File: config.mk
export PLATFORM = sky130hd
export DESIGN_NAME = i2s_frame_sequencer
export DESIGN_NICKNAME = d
export VERILOG_FILES = /design/src/rtl/i2s_pkg.sv /design/src/rtl/i2s_sync_edge.sv /design/src/rtl/i2s_frame_sequencer.sv
export SDC_FILE = /design/constraint.sdc
export NUM_CORES = 1
export LEC_CHECK = 0
export CORE_MARGIN = 4
export CORE_UTILIZATION = 48
export CTS_CLUSTER_DIAMETER = 120
export CTS_CLUSTER_SIZE = 10
export DETAILED_ROUTE_END_ITERATION = 6
export HOLD_SLACK_MARGIN = 0.02
export PLACE_DENSITY = 0.74
export REMOVE_ABC_BUFFERS = 1
export SETUP_SLACK_MARGIN = 0.3
export SLEW_MARGIN = 20
export SYNTH_ARGS = -nofsm -noshare
export SYNTH_HDL_FRONTEND = slang
export SYNTH_HIERARCHICAL = 1
export SYNTH_SLANG_ARGS = --single-unit
File: constraint.sdc
create_clock -name clk -period 3.4 [get_ports clk]
set_input_delay 1.02 -clock clk [delete_from_list [all_inputs] [get_ports clk]]
set_output_delay 1.02 -clock clk [all_outputs]
set_load 0.01 [all_outputs]
File: src/rtl/i2s_pkg.sv
// rtl/i2s_pkg.sv - shared framing states and sample-to-duty helpers
// Purpose: types and pure functions shared by the I2S frame sequencer.
// Contents: state_t (UNLOCKED/SYNC/RUN), mid_duty(), to_offset_duty().
package i2s_pkg;

   typedef enum logic [1:0] {
      ST_UNLOCKED = 2'd0,
      ST_SYNC     = 2'd1,
      ST_RUN      = 2'd2
   } state_t;

   // Mid-scale duty (50 %) for a pwm_w-bit channel.
   function automatic int unsigned mid_duty(input int unsigned pwm_w);
      return 32'd1 << (pwm_w - 1);
   endfunction

   // Keep the top pwm_w bits of a sample_w-bit two's complement word and
   // flip its MSB, giving offset binary (most negative -> 0, zero -> mid).
   function automatic logic [31:0] to_offset_duty(input logic [31:0] word,
                                                  input int unsigned sample_w,
                                                  input int unsigned pwm_w);
      logic [31:0] upper;
      upper = word >> (sample_w - pwm_w);
      upper = upper ^ (32'd1 << (pwm_w - 1));
      return upper & ((32'd1 << pwm_w) - 32'd1);
   endfunction

endpackage

File: src/rtl/i2s_sync_edge.sv
// rtl/i2s_sync_edge.sv - two-flop synchroniser with registered rise detect
// Purpose: bring one asynchronous pin into the clk domain.
// Ports: clk, rst_n (async, active-low), din (raw pin),
//        level (synchronised level), rise (one-cycle pulse, pin edge + 3 clk).
module i2s_sync_edge (
   input  logic clk,
   input  logic rst_n,
   input  logic din,
   output logic level,
   output logic rise
);

   logic s_meta;
   logic s_sync;
   logic s_last;

   always_ff @(posedge clk or negedge rst_n) begin
      if (!rst_n) begin
         s_meta <= 1'b0;
         s_sync <= 1'b0;
         s_last <= 1'b0;
         rise   <= 1'b0;
      end else begin
         s_meta <= din;
         s_sync <= s_meta;
         s_last <= s_sync;
         rise   <= s_sync & ~s_last;
      end
   end

   assign level = s_sync;

endmodule

File: src/rtl/i2s_frame_sequencer.sv
// rtl/i2s_frame_sequencer.sv - I2S framing, duty conversion and period-aligned release
// Purpose: frame a raw I2S stream into stereo samples and hand duty pairs to
//          the PWM channels only at PWM period boundaries.
// Ports: clk, rst_n (async, active-low); bit_clk_in, lr_clk_in, sdin_in (raw I2S);
//        pwm_period_end (period wrap pulse); left_duty, right_duty, duty_valid
//        (release pulse); locked, frame_err (pulse), overrun (sticky).
module i2s_frame_sequencer #(
   parameter int SAMPLE_W = 16,
   parameter int PWM_W    = 8,
   parameter int TIMEOUT  = 255
) (
   input  logic             clk,
   input  logic             rst_n,
   input  logic             bit_clk_in,
   input  logic             lr_clk_in,
   input  logic             sdin_in,
   input  logic             pwm_period_end,
   output logic [PWM_W-1:0] left_duty,
   output logic [PWM_W-1:0] right_duty,
   output logic             duty_valid,
   output logic             locked,
   output logic             frame_err,
   output logic             overrun
);

   import i2s_pkg::*;

   localparam int NW = $clog2(SAMPLE_W + 2);
   localparam logic [NW-1:0] N_MAX  = NW'(SAMPLE_W + 1);
   localparam logic [NW-1:0] N_FULL = NW'(SAMPLE_W);
   localparam int WW = $clog2(TIMEOUT + 1);
   localparam logic [WW-1:0] WD_TOP  = WW'(TIMEOUT);
   localparam logic [WW-1:0] WD_LAST = WW'(TIMEOUT - 1);
   localparam logic [PWM_W-1:0] MID = PWM_W'(mid_duty(PWM_W));

   logic bclk_rise;
   logic lr_s;
   logic sd_s;
   logic bclk_level_unused;
   logic lr_rise_unused;
   logic sd_rise_unused;

   i2s_sync_edge u_sync_bclk (
      .clk   (clk),
      .rst_n (rst_n),
      .din   (bit_clk_in),
      .level (bclk_level_unused),
      .rise  (bclk_rise)
   );

   i2s_sync_edge u_sync_lr (
      .clk   (clk),
      .rst_n (rst_n),
      .din   (lr_clk_in),
      .level (lr_s),
      .rise  (lr_rise_unused)
   );

   i2s_sync_edge u_sync_sd (
      .clk   (clk),
      .rst_n (rst_n),
      .din   (sdin_in),
      .level (sd_s),
      .rise  (sd_rise_unused)
   );

   state_t              state;
   logic                prev_valid;   // lr_prev holds a real sample
   logic                lr_prev;
   logic [NW-1:0]       n;
   logic [SAMPLE_W-1:0] shreg;
   logic [PWM_W-1:0]    left_hold;    // left half of the frame being built
   logic [PWM_W-1:0]    pend_l;
   logic [PWM_W-1:0]    pend_r;
   logic                have_left;
   logic                one_frame;    // first complete frame seen in SYNC
   logic                pend_rdy;
   logic                mid_done;     // MID already released while unlocked
   logic [WW-1:0]       wd_cnt;

   logic [NW-1:0]       n_inc;
   logic [SAMPLE_W-1:0] word_next;
   logic [PWM_W-1:0]    duty_new;
   logic                trans;
   logic                full;
   logic                wd_fire;
   logic                release_now;

   always_comb begin
      n_inc       = (n == N_MAX) ? n : n + NW'(1);
      word_next   = (n_inc <= N_FULL) ? {shreg[SAMPLE_W-2:0], sd_s} : shreg;
      trans       = bclk_rise && prev_valid && (lr_s != lr_prev);
      full        = (n_inc >= N_FULL);
      duty_new    = PWM_W'(to_offset_duty(32'(word_next), SAMPLE_W, PWM_W));
      wd_fire     = !bclk_rise && (wd_cnt == WD_LAST);
      release_now = pwm_period_end && locked && pend_rdy;
   end

   always_ff @(posedge clk or negedge rst_n) begin
      if (!rst_n) begin
         state      <= ST_UNLOCKED;
         prev_valid <= 1'b0;
         lr_prev    <= 1'b0;
         n          <= '0;
         shreg      <= '0;
         left_hold  <= MID;
         pend_l     <= MID;
         pend_r     <= MID;
         have_left  <= 1'b0;
         one_frame  <= 1'b0;
         pend_rdy   <= 1'b0;
         mid_done   <= 1'b0;
         wd_cnt     <= '0;
         left_duty  <= MID;
         right_duty <= MID;
         duty_valid <= 1'b0;
         locked     <= 1'b0;
         frame_err  <= 1'b0;
         overrun    <= 1'b0;
      end else begin
         duty_valid <= 1'b0;
         frame_err  <= 1'b0;

         if (bclk_rise) begin
            wd_cnt <= '0;
         end else if (wd_cnt != WD_TOP) begin
            wd_cnt <= wd_cnt + WW'(1);
         end

         // Release reads the pending pair as registered, so a frame committed
         // in the same cycle is not seen until the next period end.
         if (pwm_period_end) begin
            if (!locked) begin
               if (!mid_done) begin
                  left_duty  <= MID;
                  right_duty <= MID;
                  duty_valid <= 1'b1;
                  mid_done   <= 1'b1;
               end
            end else if (pend_rdy) begin
               left_duty  <= pend_l;
               right_duty <= pend_r;
               duty_valid <= 1'b1;
               pend_rdy   <= 1'b0;
            end
         end
         if (locked) begin
            mid_done <= 1'b0;
         end

         if (bclk_rise) begin
            prev_valid <= 1'b1;
            lr_prev    <= lr_s;
            shreg      <= word_next;
            n          <= trans ? '0 : n_inc;
         end

         if (trans) begin
            if (state == ST_UNLOCKED) begin
               state     <= ST_SYNC;
               have_left <= 1'b0;
               one_frame <= 1'b0;
            end else if (!full) begin
               frame_err <= 1'b1;
               state     <= ST_UNLOCKED;
               locked    <= 1'b0;
               pend_rdy  <= 1'b0;
            end else if (!lr_prev) begin
               left_hold <= duty_new;
               have_left <= 1'b1;
            end else begin
               // Right word closes the frame only if its left word was seen.
               have_left <= 1'b0;
               if (have_left) begin
                  if (state == ST_RUN) begin
                     pend_l   <= left_hold;
                     pend_r   <= duty_new;
                     pend_rdy <= 1'b1;
                     if (pend_rdy && !release_now) begin
                        overrun <= 1'b1;
                     end
                  end else if (one_frame) begin
                     state  <= ST_RUN;
                     locked <= 1'b1;
                  end else begin
                     one_frame <= 1'b1;
                  end
               end
            end
         end else if (wd_fire) begin
            state    <= ST_UNLOCKED;
            locked   <= 1'b0;
            pend_rdy <= 1'b0;
         end
      end
   end

endmodule

==> results.toml, run 1 <==
[yosys]
syn_area_um2 = 3720
netlist_instances = 281
yosysWarnings = 6
syn_area_per_cell_um2 = 13.2

[clocking]
clockBufferDepth = 2
root_buffer = "clkbuf_8"
post_cts_buffers = 0
htree_levels = 3
ctsHoldBuffers = 0
clock-sinks = 89
clk_latency_ns = 0.36
cts_tree = "done"
post_cts_resized = 0
numCtsBuffers = 9
clkTransAtPathRegs_ns = 0.09

[sta]
timing.fmax_mhz = 388
tightest_slew_ns = 0.741
fin_crit_ns = 2.57
hold_violations = 0
period_share_pct = 75.7
clock_skew_ns = 0.0126
fin_setup_tns_ns = 0
slew_headroom_pct = 50.6
grt_setup_unrepaired = "false"
hold_slack_ns = 0.353
drv_slew = 0
setup_viol = 0

[finish]
syn2layout_area_growth_pct = 14.2
diodes = 0
instances_no_fill = 413
regArea_um2 = 2230
multiInputGateArea_um2 = 1390
nets = 319
layout-drive-gt1-share_pct = 22.9
nFillCells = 590

[critical_path]
cp.depth = 8
cpLargestDelayFamily = "multiplexers"
required_ns = 3.65
cp.arrival_ns = 2.82
crit_type = "flip-flop to flip-flop"
worstSetupStartpointType = "flip-flop"
end_kind = "flip-flop"
path_max_fanout = 16
crit_buf_inv = 2
crit_slowest_cell = "dfrtp_1"
reg2regPathDepth = 8
cp_cell_sequence = "inv_1 -> ha_1 -> and4bb_4 -> mux2_4 -> a41oi_4 -> nand2b_1 -> buf_4 -> mux2_2"
max_stage_delay_ns = 0.42

[route]
route.final.wire_length_mm = 6.09
firstDrtPassIters = 4
num_vias = 2204
drt-met1-wl_mm = 2.88
wl_per_cell_um = 14.7
drt_iter0_markers = 92
drcViolationCount = 0
maxUsedRoutingLayer = "met4"
viasPerCell = 5.34
ant_nets = 0
wl_met2_mm = 2.83
wl_met3_um = 221

[status]
status = "complete, no violations"

[die]
ios = 26
die_area_um2 = 9220
chipHeight_um = 96.0
start_util_pct = 50.2
fp.coreArea_um2 = 7410
die_x_um = 96.0
core.rowCount = 31

[run]
drv_cap = 0

[power_and_ir_drop]
power_density_nw_per_um2 = 622
p_leak_uw = 0.00194
finalPower_uw = 2640
vdd_drop_max_mv = 0.322

[global_route]
antenna_found_initial = 0
grt_pass1_wl_mm = 10.3
grt_max_degree = 87
grt_pass1_vias = 2136
grt_overflow = 0
grt_util_all_layers_pct = 14.8

[min_path]
hold_class = "flip-flop to flip-flop"
whs_path_depth = 0

[place]
io_buffers = 25
dp_cells = 397
gp_congestion = 0.831
dp_hpwl_mm = 4.15
==> metrics by stage <==
| step | area (um2) | util (%) | setup slack, ns |
|---|---|---|---|
| finish | 4250 | 57.3 | 0.825 |
| global route | 4250 | 57.3 | 0.673 |
| CTS | 4240 | 57.3 | 0.818 |
| detailed placement | 4050 | 54.6 | 0.833 |
| global placement | 4050 | 54.6 | 0.895 |
| floorplan | 3640 | - | 0.484 |
==> where the power goes <==
part / switching, uW / internal (uW)
clock: 406 / 286
combinational: 258 / 304
sequential: 154 / 1240
==> layout make-up <==
class	instances	area share, %
Clock buffer	9	2.92
Clock inverter	7	1.71
Inverter	7	0.619
Multi-Input combinational cell	173	32.6
Sequential cell	89	52.6
Tap cell	99	2.92
Timing Repair Buffer	29	6.63
==> cell usage in the layout (no fill, tap or decap), types with 3 or more instances in the layout <==
cell type        count
nor2_1              17
a21oi_1             14
clkdlybuf4s50_1     24
nand2_1              9
mux2_4              11
o21ai_0              7
and3_1               6
inv_1                7
ha_1                 4
mux2i_1              6
a22o_1              16
dfrtp_1             84
nor3b_1              3
a31oi_1              4
xnor2_1              4
buf_4                4
nand3_1              9
dfstp_2              5
clkbuf_8             9
o22ai_1              5
mux2_2              26
nor3_1               3
==> state kept, by name (all words and copies together) (netlist names), 5 cells and up, named ones only <==
register    cells
shreg          15
left_duty       8
left_hold       8
pend_l          8
pend_r          8
right_duty      8
wd_cnt          8
n               5
==> worst register-to-register path: stages, from the launching register on <==
cell and delay, ns:
dfrtp_1 0.42, inv_1 0.11, ha_1 0.19, and4bb_4 0.27
mux2_4 0.33, a41oi_4 0.35, nand2b_1 0.17, buf_4 0.26
mux2_2 0.37
==> routing by layer <==
metal  vias up  track usage (%)
met5         -                0
met4         0             7.70
met3        13             4.14
met2        38             20.8
met1      1078             20.8
li1       1075                -
==> worst paths after layout <==
kind                            slack [ns]                  startpoint                         to
worst max-delay path                  0.83            n[1]$_DFFE_PN0P_                  flip-flop
worst min register to register        0.35  u_sync_lr/s_meta$_DFF_PN0_  u_sync_lr/level$_DFF_PN0_
min in group asynchronous             0.71                       rst_n       shreg[5]$_DFFE_PN0P_
worst max register to register        0.83            n[1]$_DFFE_PN0P_                  flip-flop
worst min-delay path                  0.35  u_sync_lr/s_meta$_DFF_PN0_  u_sync_lr/level$_DFF_PN0_
max in group asynchronous             2.03                       rst_n      pend_l[7]$_DFFE_PN1P_
Note: power is estimated with default switching activity, not from simulation.
==> run 2, diff against run 1 <==
--- a/config.mk
+++ b/config.mk
@@ -11,7 +11,7 @@
 export CTS_CLUSTER_SIZE = 10
 export DETAILED_ROUTE_END_ITERATION = 6
 export HOLD_SLACK_MARGIN = 0.02
-export PLACE_DENSITY = 0.74
+export PLACE_DENSITY = 0.77
 export REMOVE_ABC_BUFFERS = 1
 export SETUP_SLACK_MARGIN = 0.3
 export SLEW_MARGIN = 20
==> constraint.sdc (replaced) <==
create_clock -name clk -period 2.2 [get_ports clk]
set_input_delay 0.66 -clock clk [delete_from_list [all_inputs] [get_ports clk]]
set_output_delay 0.66 -clock clk [all_outputs]
set_load 0.01 [all_outputs]
==> run 2 against run 1 <==
  * Sequential share of layout area decreased by 5.5 points
  * Clock power increased by 53%
  * Combinational power rose by 130%
  * Die area unchanged
  * Routed wire length is 24% higher
  * Final cell count grew 6.8%
  * Global-route usage grew 2.6 points
  * Critical path depth stayed put
  * Core utilization grew 6.7 points
  * Register-to-register slack lost 0.81 ns
  * Worst setup slack lost 0.81 ns
==> results.toml, run 2 (synthesis results as in run 1) <==
[sta]
tightest_slew_ns = 0.600
fin_setup_tns_ns = 0
setup_viol = 0
hold_slack_ns = 0.193
period_share_pct = 99.1
hold_violations = 0
slew_headroom_pct = 60.0
grt_setup_unrepaired = "true"
timing.fmax_mhz = 459
drv_slew = 0
clock_skew_ns = 0.0124
fin_crit_ns = 2.18

[die]
core.rowCount = 31
die_area_um2 = 9220
start_util_pct = 50.2
ios = 26
chipHeight_um = 96.0
die_x_um = 96.0
fp.coreArea_um2 = 7410

[global_route]
grt_overflow = 0
grt_pass1_wl_mm = 12.2
grt_util_all_layers_pct = 17.4
grt_pass1_vias = 2424
grt_max_degree = 35
antenna_found_initial = 0

[finish]
diodes = 0
largest_register_ffs = 15
syn2layout_area_growth_pct = 27.5
nFillCells = 528
largest-register = "shreg"
multiInputGateArea_um2 = 1570
final_cell_mix = "dfrtp_1, mux2_4, buf_4, dlygate4sd2_1"
nets = 347
regArea_um2 = 2230
utilization_pct = 64.0
layout-drive-gt1-share_pct = 33.3
final_cell_area_um2 = 4740
final_common_cell = "dfrtp_1"

[clocking]
root_buffer = "clkbuf_8"
clockBufferDepth = 2
clkTransAtPathRegs_ns = 0.10
clock-sinks = 89
cts_tree = "done"
clk_latency_ns = 0.35
htree_levels = 3
numCtsBuffers = 9

[critical_path]
worstSetupStartpointType = "flip-flop"
cp.arrival_ns = 2.42
required_ns = 2.44
reg2reg_to = "pend_r[0]$_DFFE_PN0P_"
max_stage_delay_ns = 0.40
path_max_fanout = 4
cp_common_cell = "mux2_4"
worstReg2RegStart = "n[1]$_DFFE_PN0P_"
crit_buf_inv = 2
cp_cell_sequence = "inv_2 -> ha_4 -> and4bb_4 -> mux2_4 -> a41oi_4 -> buf_6 -> mux2_4 -> mux2_4"
r2r_setup_slack_ns = 0.02
reg2regPathDepth = 8
crit_slowest_cell = "dfrtp_1"
cpLargestDelayFamily = "multiplexers"
crit_type = "flip-flop to flip-flop"
end_kind = "flip-flop"

[route]
viasPerCell = 5.67
ant_nets = 0
num_vias = 2502
route.final.wire_length_mm = 7.57
firstDrtPassIters = 6
drcViolationCount = 0
wl_per_cell_um = 17.2
drt_iter0_markers = 180

[place]
postPlaceCellArea_um2 = 4220
dp_hpwl_mm = 4.49
io_buffers = 25
gp_congestion = 0.789

[status]
status = "complete, no violations"

[power_and_ir_drop]
finalPower_uw = 4530
p_leak_uw = 0.00229
vdd_drop_max_mv = 0.448
power_density_nw_per_um2 = 955

[run]
drv_cap = 0

[min_path]
hold_class = "primary input to async pin"
[run 2: cell types whose count changed in the layout (fill, tap and decap cells not counted), sizes merged]
cell and change:
clkdlybuf4s50 -20, inv -1, clkinv -1, dlygate4sd2 +18
clkinvlp +2, buf +28, dlymetal6s2s +2
[run 2: what timing repair did]
item,CTS,global route
pin swaps,5,7
buffers inserted,7,3
setup endpoints to repair,61,47
gates cloned,2,0
gates resized for setup,54,15
hold buffers,0,0
[run 2: worst reg2reg max path, cell delays in order, from the launching register on]
cell      delay, ns
dfrtp_1        0.40
inv_2          0.08
ha_4           0.12
and4bb_4       0.24
mux2_4         0.32
a41oi_4        0.18
buf_6          0.15
mux2_4         0.31
mux2_4         0.26
[run 2: metal layers]
| metal | vias to the layer above | GRT usage, % | wire length, um |
|---|---|---|---|
| li1 | 1138 | - | - |
| met1 | 1275 | 23.4 | 3350 |
| met2 | 74 | 27.3 | 3760 |
| met3 | 15 | 3.52 | 329 |
| met4 | 0 | 7.58 | 131 |
| met5 | - | 0 | 0 |
[run 2: how the worst max path moves through the flow]
stage | start | endpoint | slack [ns] | cells past startpoint
finish | n[1]$_DFFE_PN0P_ | pend_r[0]$_DFFE_PN0P_ | 0.02 | 8
global route | n[1]$_DFFE_PN0P_ | left_hold[6]$_DFFE_PN0P_ | -0.07 | 9
CTS | n[1]$_DFFE_PN0P_ | pend_r[0]$_DFFE_PN0P_ | -0.03 | 8
detailed placement | n[1]$_DFFE_PN0P_ | left_hold[0]$_DFFE_PN0P_ | -0.1 | 8
global placement | n[1]$_DFFE_PN0P_ | left_hold[2]$_DFFE_PN0P_ | 0.02 | 8
floorplan | n[0]$_DFFE_PN0P_ | pend_l[0]$_DFFE_PN0P_ | -0.72 | 5
[run 2: per-stage QoR]
| step | worst slack [ns] | std cells |
|---|---|---|
| floorplan | -0.716 | 269 |
| global placement | 0.0189 | 413 |
| detailed placement | -0.0981 | 413 |
| CTS | -0.0292 | 438 |
| global route | -0.0671 | 441 |
| finish | 0.0200 | 441 |
[run 2: final cells by class]
class / count / area share [%]
Multi-Input combinational cell: 173 / 33.1
Timing Repair Buffer: 57 / 12.6
Clock buffer: 9 / 2.61
Inverter: 7 / 0.554
Tap cell: 99 / 2.61
Clock inverter: 7 / 1.37
Sequential cell: 89 / 47.1
[run 2: where the power goes]
group,internal [uW],switching (uW),leakage (uW)
clock,429,627,0.0000852
sequential,1910,241,0.00115
combinational,747,576,0.00105
total,3090,1440,0.00229
